--- src/rtl/mp_alu_pkg.sv ---
// Shared definitions for the multi-precision ALU sequencer and its clients:
// word width, sequencer states and the select/mode pairs clients issue.
package mp_alu_pkg;

  localparam int WORD_W = 16;

  typedef enum logic [1:0] {
    IDLE = 2'd0,
    RUN  = 2'd1,
    DONE = 2'd2
  } state_t;

  // Each select code is only meaningful together with the mode beside it.
  localparam logic [3:0] SEL_XOR_L  = 4'b0110;
  localparam logic       MODE_XOR_L = 1'b0;
  localparam logic [3:0] SEL_ADD_A  = 4'b1001;
  localparam logic       MODE_ADD_A = 1'b1;
  localparam logic [3:0] SEL_SUB_A  = 4'b0110;
  localparam logic       MODE_SUB_A = 1'b1;

endpackage

--- src/rtl/mp_alu_seq.sv ---
// Multi-precision sequencer: feeds a 16-bit ALU one word per cycle, LSW first,
// chaining carries, and returns the assembled result on a valid/ready port.
module mp_alu_seq
  import mp_alu_pkg::*;
#(
  parameter int WORDS = 4,
  parameter int LW    = (WORDS > 1) ? $clog2(WORDS) : 1
) (
  input  logic                      clk,
  input  logic                      rst,
  input  logic                      req_valid,
  output logic                      req_ready,
  input  logic [WORD_W*WORDS-1:0]   req_a,
  input  logic [WORD_W*WORDS-1:0]   req_b,
  input  logic [LW-1:0]             req_len,
  input  logic [3:0]                req_select,
  input  logic                      req_mode,
  input  logic                      req_carry_in,
  output logic [WORD_W-1:0]         alu_in_a,
  output logic [WORD_W-1:0]         alu_in_b,
  output logic [3:0]                alu_select,
  output logic                      alu_mode,
  output logic                      alu_carry_in,
  input  logic [WORD_W-1:0]         alu_out,
  input  logic                      alu_carry_out,
  input  logic                      alu_compare,
  output logic                      rsp_valid,
  input  logic                      rsp_ready,
  output logic [WORD_W*WORDS-1:0]   rsp_result,
  output logic                      rsp_carry,
  output logic                      rsp_equal
);

  state_t              state, state_n;
  logic [WORD_W-1:0]   req_a_w [WORDS];
  logic [WORD_W-1:0]   req_b_w [WORDS];
  logic [WORD_W-1:0]   a_q     [WORDS];
  logic [WORD_W-1:0]   b_q     [WORDS];
  logic [WORD_W-1:0]   res_q   [WORDS];
  logic [3:0]          sel_q;
  logic                mode_q;
  logic                cin_q;
  logic [LW-1:0]       len_q;
  logic [LW-1:0]       idx;
  logic                carry_q;
  logic                eq_q;
  logic                accept;
  logic                last;

  for (genvar k = 0; k < WORDS; k++) begin : g_words
    assign req_a_w[k]                      = req_a[k*WORD_W +: WORD_W];
    assign req_b_w[k]                      = req_b[k*WORD_W +: WORD_W];
    assign rsp_result[k*WORD_W +: WORD_W]  = res_q[k];
  end

  assign accept    = req_valid && req_ready;
  assign last      = (idx == len_q);
  assign rsp_carry = carry_q;
  assign rsp_equal = eq_q;

  always_ff @(posedge clk) begin
    if (rst) state <= IDLE;
    else     state <= state_n;
  end

  // NOTE: every output gets a default before the case so no path can infer a latch.
  always_comb begin
    state_n      = state;
    req_ready    = 1'b0;
    rsp_valid    = 1'b0;
    alu_in_a     = '0;
    alu_in_b     = '0;
    alu_select   = '0;
    alu_mode     = 1'b0;
    alu_carry_in = 1'b0;
    case (state)
      IDLE: begin
        req_ready = !rst;
        if (req_valid) state_n = RUN;
      end
      RUN: begin
        alu_in_a     = a_q[idx];
        alu_in_b     = b_q[idx];
        alu_select   = sel_q;
        alu_mode     = mode_q;
        // Logic ops never see a carry; arithmetic seeds word 0 from the request.
        alu_carry_in = mode_q && ((idx == '0) ? cin_q : carry_q);
        if (last) state_n = DONE;
      end
      DONE: begin
        rsp_valid = 1'b1;
        if (rsp_ready) state_n = IDLE;
      end
      default: state_n = IDLE;
    endcase
  end

  // NOTE: operand registers carry no reset; they are always written before use.
  always_ff @(posedge clk) begin
    if (accept) begin
      a_q    <= req_a_w;
      b_q    <= req_b_w;
      sel_q  <= req_select;
      mode_q <= req_mode;
      cin_q  <= req_carry_in;
      len_q  <= (int'(req_len) > WORDS - 1) ? LW'(WORDS - 1) : req_len;
    end
  end

  always_ff @(posedge clk) begin
    if (rst) begin
      res_q   <= '{default: '0};
      carry_q <= 1'b0;
      eq_q    <= 1'b0;
      idx     <= '0;
    end else begin
      case (state)
        IDLE: begin
          if (accept) begin
            res_q   <= '{default: '0};
            carry_q <= 1'b0;
            eq_q    <= 1'b1;
            idx     <= '0;
          end
        end
        RUN: begin
          res_q[idx] <= alu_out;
          carry_q    <= alu_carry_out;
          eq_q       <= eq_q && alu_compare;
          if (!last) idx <= idx + 1'b1;
        end
        default: ;
      endcase
    end
  end

endmodule
--- config.mk ---
export PLATFORM = sky130hd
export DESIGN_NAME = mp_alu_seq
export DESIGN_NICKNAME = d
export VERILOG_FILES = /design/src/rtl/mp_alu_pkg.sv /design/src/rtl/mp_alu_seq.sv
export SDC_FILE = /design/constraint.sdc
export NUM_CORES = 1
export LEC_CHECK = 0
export BUFFER_PORTS_ARGS = -buffer_cell sky130_fd_sc_hd__buf_2
export CORE_MARGIN = 4
export CORE_UTILIZATION = 30
export CTS_CLUSTER_DIAMETER = 100
export DETAILED_ROUTE_END_ITERATION = 7
export GPL_ROUTABILITY_DRIVEN = 0
export PLACE_DENSITY = 0.52
export SYNTH_ARGS = -nofsm -noshare
export SYNTH_HDL_FRONTEND = slang
export SYNTH_SLANG_ARGS = --single-unit
--- constraint.sdc ---
create_clock -name clk -period 13.3 [get_ports clk]
set_input_delay 1.995 -clock clk [delete_from_list [all_inputs] [get_ports clk]]
set_output_delay 1.995 -clock clk [all_outputs]
set_load 0.1 [all_outputs]
==> Word level (Yosys, flattened, before mapping) <==
Index checks and enable logic that the tools add are counted.
{ "totals": {"reg_bits": 206, "input_bits": 158, "out_inout_bits": 106, "word_cells": 73} }
{ "op_classes": {"add_sub_neg": 1, "order_cmp": 2, "n_eq_ne": 8, "mux": 30, "n_bitwise": 1, "n_reduce_logical": 11} }
{ "op_table": {"columns": ["operator", "n"], "rows": [
  ["$pmux 64 s2", 1],
  ["$mux 16", 7],
  ["$bmux 16 s2", 2],
  ["$bwmux 64", 1],
  ["$mux 64", 1],
  ["$demux 16 s2", 1],
  ["$mux 2", 5],
  ["$ne 2x2->1 const B", 5],
  ["$mux 1", 7],
  ["$pmux 2 s3", 1],
  ["$reduce_and 3->1", 2],
  ["$logic_and 1x1->1", 4],
  ["$logic_not 2->1", 2],
  ["$mux 4", 1],
  ["$pmux 1 s2", 2],
  ["$pmux 2 s2", 1],
  ["$ge 3x3->1 const B", 1],
  ["$lt 3x1->1 const B", 1],
  ["$not 2->3", 1],
  ["$add 2x1->2 const B", 1],
  ["$eq 2x1->1 const B", 1],
  ["$eq 2x2->1", 1],
  ["$eq 2x2->1 const B", 1],
  ["$reduce_and 2->1", 1],
  ["2 further kinds", 2]
]} }

==> Longest topological paths before layout <==
{ "logic_depth": {"depth_word": 7, "ltp_mapped": 8, "depth_no_buf": 5} }

==> Worst setup path after synthesis <==
Ideal clock, no wire load.
{ "synth_timing": {"kind": "input -> output", "from": "input port rst", "to": "output port req_ready", "t_arrival_ns": 4.311, "t_required_ns": 11.305, "setup_slack_ns": 6.994, "cell_stages": 3, "n_path_buf": 2, "cell_sequence": "buf_6 > clkbuf_8 > nor3_1"} }
{ "synth_between": {"elab_chain_cells": 2} }
{ "synth_lines": {"columns": ["element", "line", "source"], "rows": [
  ["start: declaration", "mp_alu_seq.sv:10", "input logic rst,"],
  ["$logic_not 1->1", "mp_alu_seq.sv:78", "req_ready = !rst;"],
  ["$mux 1", "mp_alu_seq.sv:76", "case (state)"],
  ["end: declaration", "mp_alu_seq.sv:12", "output logic req_ready,"]
]} }
Every way passes these cells.

==> Final worst setup path <==
Same ends and word-level chain as after synthesis.

==> key figures <==
Status
  • Status: complete, no violations

Pwr
  • Peak VDD IR: 0.117 mV
  • Design internal power: 0.00118 W
  • Sw Share: 0.267
  • Power after layout: 0.00161 W
  • Reg power frac: 0.452
  • Leak Pwr: 4.07 nW
  • Sw power: 0.000429 W
  • Comb pwr share: 0.143
  • Cell Pwr Density: 160 mW/mm^2
  • Clk pwr share: 0.406

Floorplan
  • Core Footprint: 0.0252 sq mm
  • I/O Pins: 264
  • Initial core utilization: 0.305
  • DIE AREA: 0.0282 sq mm
  • Row Count: 58
  • Die W: 168 microns
  • Die Ht: 168 microns

STA
  • TNS Setup: 0 ns
  • Worst Skew: 0.0144 ns
  • Worst Max-Slew Pin Slew: 1.04 ns
  • Slew headroom: 0.304
  • Hold Violations, Final: 0
  • Setup-failing EPs final: 0
  • Period minus WS final: 5.06 ns
  • Final Max Slew Viols: 0
  • Crit share post-route: 0.380
  • Achievable Freq: 0.198 GHz
  • RSZ-0062 raised after global routing: false

GRT
  • Total congestion overflow: 0
  • Global-route usage over all layers: 0.132
  • First-pass GRT wire length: 29700 microns
  • Vias in the first global route: 5275
  • Initial antenna violation count: 5
  • Largest net degree at the start of global routing: 73

Route
  • DR vias/cell: 4.70
  • Met3 Wirelength: 1920 microns
  • WL per Instance: 18.7 microns
  • Met2 routed WL: 9100 microns
  • Routed Antenna Nets: 0
  • DR DRC count: 0
  • Violation count after the first detailed-route iteration: 362
  • Drt total wl: 19500 microns
  • Top routing layer in use: met5
  • DRT Pass-1 Iters: 4
  • Met1 wire length: 7840 microns
  • Vias: 4901

Finish
  • Nets@finish: 860
  • Area Overhead vs Synth: 30.8%
  • Share of cells above drive strength 1: 0.485
  • Highest-count cells in the layout ignoring fill and taps: buf_2, edfxtp_1, dfxtp_1, a22o_1, and2_1
  • # diodes: 0
  • Most common cell after layout, fill and taps aside: buf_2

Clock network
  • Clock root cell: clkbuf_16
  • Clock transition at path regs: 0.06 ns
  • CTS tree: built
  • Setup bufs post-CTS: 0
  • Clock Sinks: 206
  • H-tree Lvls: 1
  • # resized after CTS: 0
  • Worst-Skew Late Latency: 0.51 ns
  • CTS Buf Count: 23
  • Post-CTS Hold Buffers: 0
  • CTS Buffer Depth: 3

Yosys
  • Syn Area/Cell: 17.6 sq um
  • Library cells used by synthesis: 35
  • Synth warn: 0
  • Main synth FF type: edfxtp_1
  • Synth async-reset ratio: 0
  • Synth Net Count: 598
  • Cells after Synth: 436
  • Mapped cell area: 0.00768 sq mm
  • #FFs+latches synth: 206
  • Sequential fraction of the synthesis area: 0.714
  • EDFF count, synth: 136

Hold path
  • Hold path cells: 1
  • Hold WC Path Type: flop to flop

Placement
  • Dpl hpwl: 13700 microns
  • Number of port buffers: 263

Setup path
  • Worst-path fanout max: 30
  • Worst EP arrival: 3.06 ns
  • Critical path type: input pin to output pin
  • Req. time, crit path: 11.31 ns
  • Worst setup SP type: input pin
  • R2R cell count: 3
  • Critical Path End Type: output pin

Run
  • Max cap viols: 0
==> synth_stat cells (all sizes together), types with 3 or more instances <==
cell / instances / area, sq um
mux4: 32 / 721
dfxtp: 70 / 1400
o2bb2ai: 4 / 35.0
edfxtp: 136 / 4080
buf: 17 / 123
and2: 41 / 257
a22o: 60 / 526
nand2: 6 / 22.5
ha: 4 / 50.1
nor2: 3 / 11.3
mux2: 5 / 56.3
a21oi: 6 / 75.1
inv: 5 / 18.8
nor2b: 18 / 115
clkbuf: 12 / 55.1
==> worst max-delay path, stage by stage <==
cell	delay, ns
buf_2	0.31
nor3_1	0.28
buf_2	0.48
==> logic make-up (layout without fill, tap and decap cells) <==
logic type / Yosys count / in the layout / share of synthesized area
DFF: 206 / 206 / 0.714
and+or+nand+nor: 77 / 77 / 0.0616
xor gates and xnor gates: 2 / 2 / 0.00228
muxes: 39 / 39 / 0.104
adders and majority gates: 4 / 4 / 0.00652
buffers and inverters: 34 / 311 / 0.0256
AOI/OAI and AO/OA: 74 / 74 / 0.0860
==> through the flow <==
stage / setup slack [ns] / hold slack (ns) / util / instances / cell area (sq um)
finish: 8.24 / 0.466 / 0.399 / 1043 / 10000
global route: 8.04 / 0.476 / 0.399 / 1043 / 10000
floorplan: 6.99 / 0.549 / - / 436 / 7680
detailed placement: 8.24 / 0.448 / 0.368 / 1003 / 9260
CTS: 8.15 / 0.468 / 0.399 / 1043 / 10000
global placement: 8.28 / 0.448 / 0.368 / 1003 / 9260
==> power groups by stage <==
stage | registers, W | logic (W) | clock network [W]
global route | 0.000729 | 0.000242 | 0.000699
finish | 0.000726 | 0.000229 | 0.000652
global placement | 0.000739 | 0.000230 | 0
detailed placement | 0.000741 | 0.000232 | 0
CTS | 0.000727 | 0.000233 | 0.000671
floorplan | 0.000769 | 0.000147 | 0
==> final cells by class <==
type / instances / area (sq um)
clock inverter: 9 / 125
multi-input combinational: 196 / 2000
inverter: 5 / 21.3
timing repair buffer: 266 / 1340
sequential: 206 / 5490
fill: 2377 / 15100
clock buffer: 31 / 658
tap: 330 / 413
==> flip-flops by register name, summed over array words and instances (netlist names) <==
register    cells
mode_q          1
b_q            64
sel_q           4
len_q           2
cin_q           1
rsp_result     64
a_q            64
idx             2
state           2
rsp_equal       1
rsp_carry       1
==> layer usage <==
metal,GRT usage,up-vias
met5,0,-
met1,0.166,2395
met3,0.0474,40
li1,-,2221
met4,0.0356,10
met2,0.216,235
==> worst paths after layout <==
kind	startpoint	slack, ns	to
max	rst	8.24	req_ready
min	rsp_result[63]	0.47	rsp_result[63]
max reg2reg	state[0]	10.36	sel_q[0]
min reg2reg	rsp_result[63]	0.47	rsp_result[63]
No activity file was read; power rests on OpenSTA's default activity.
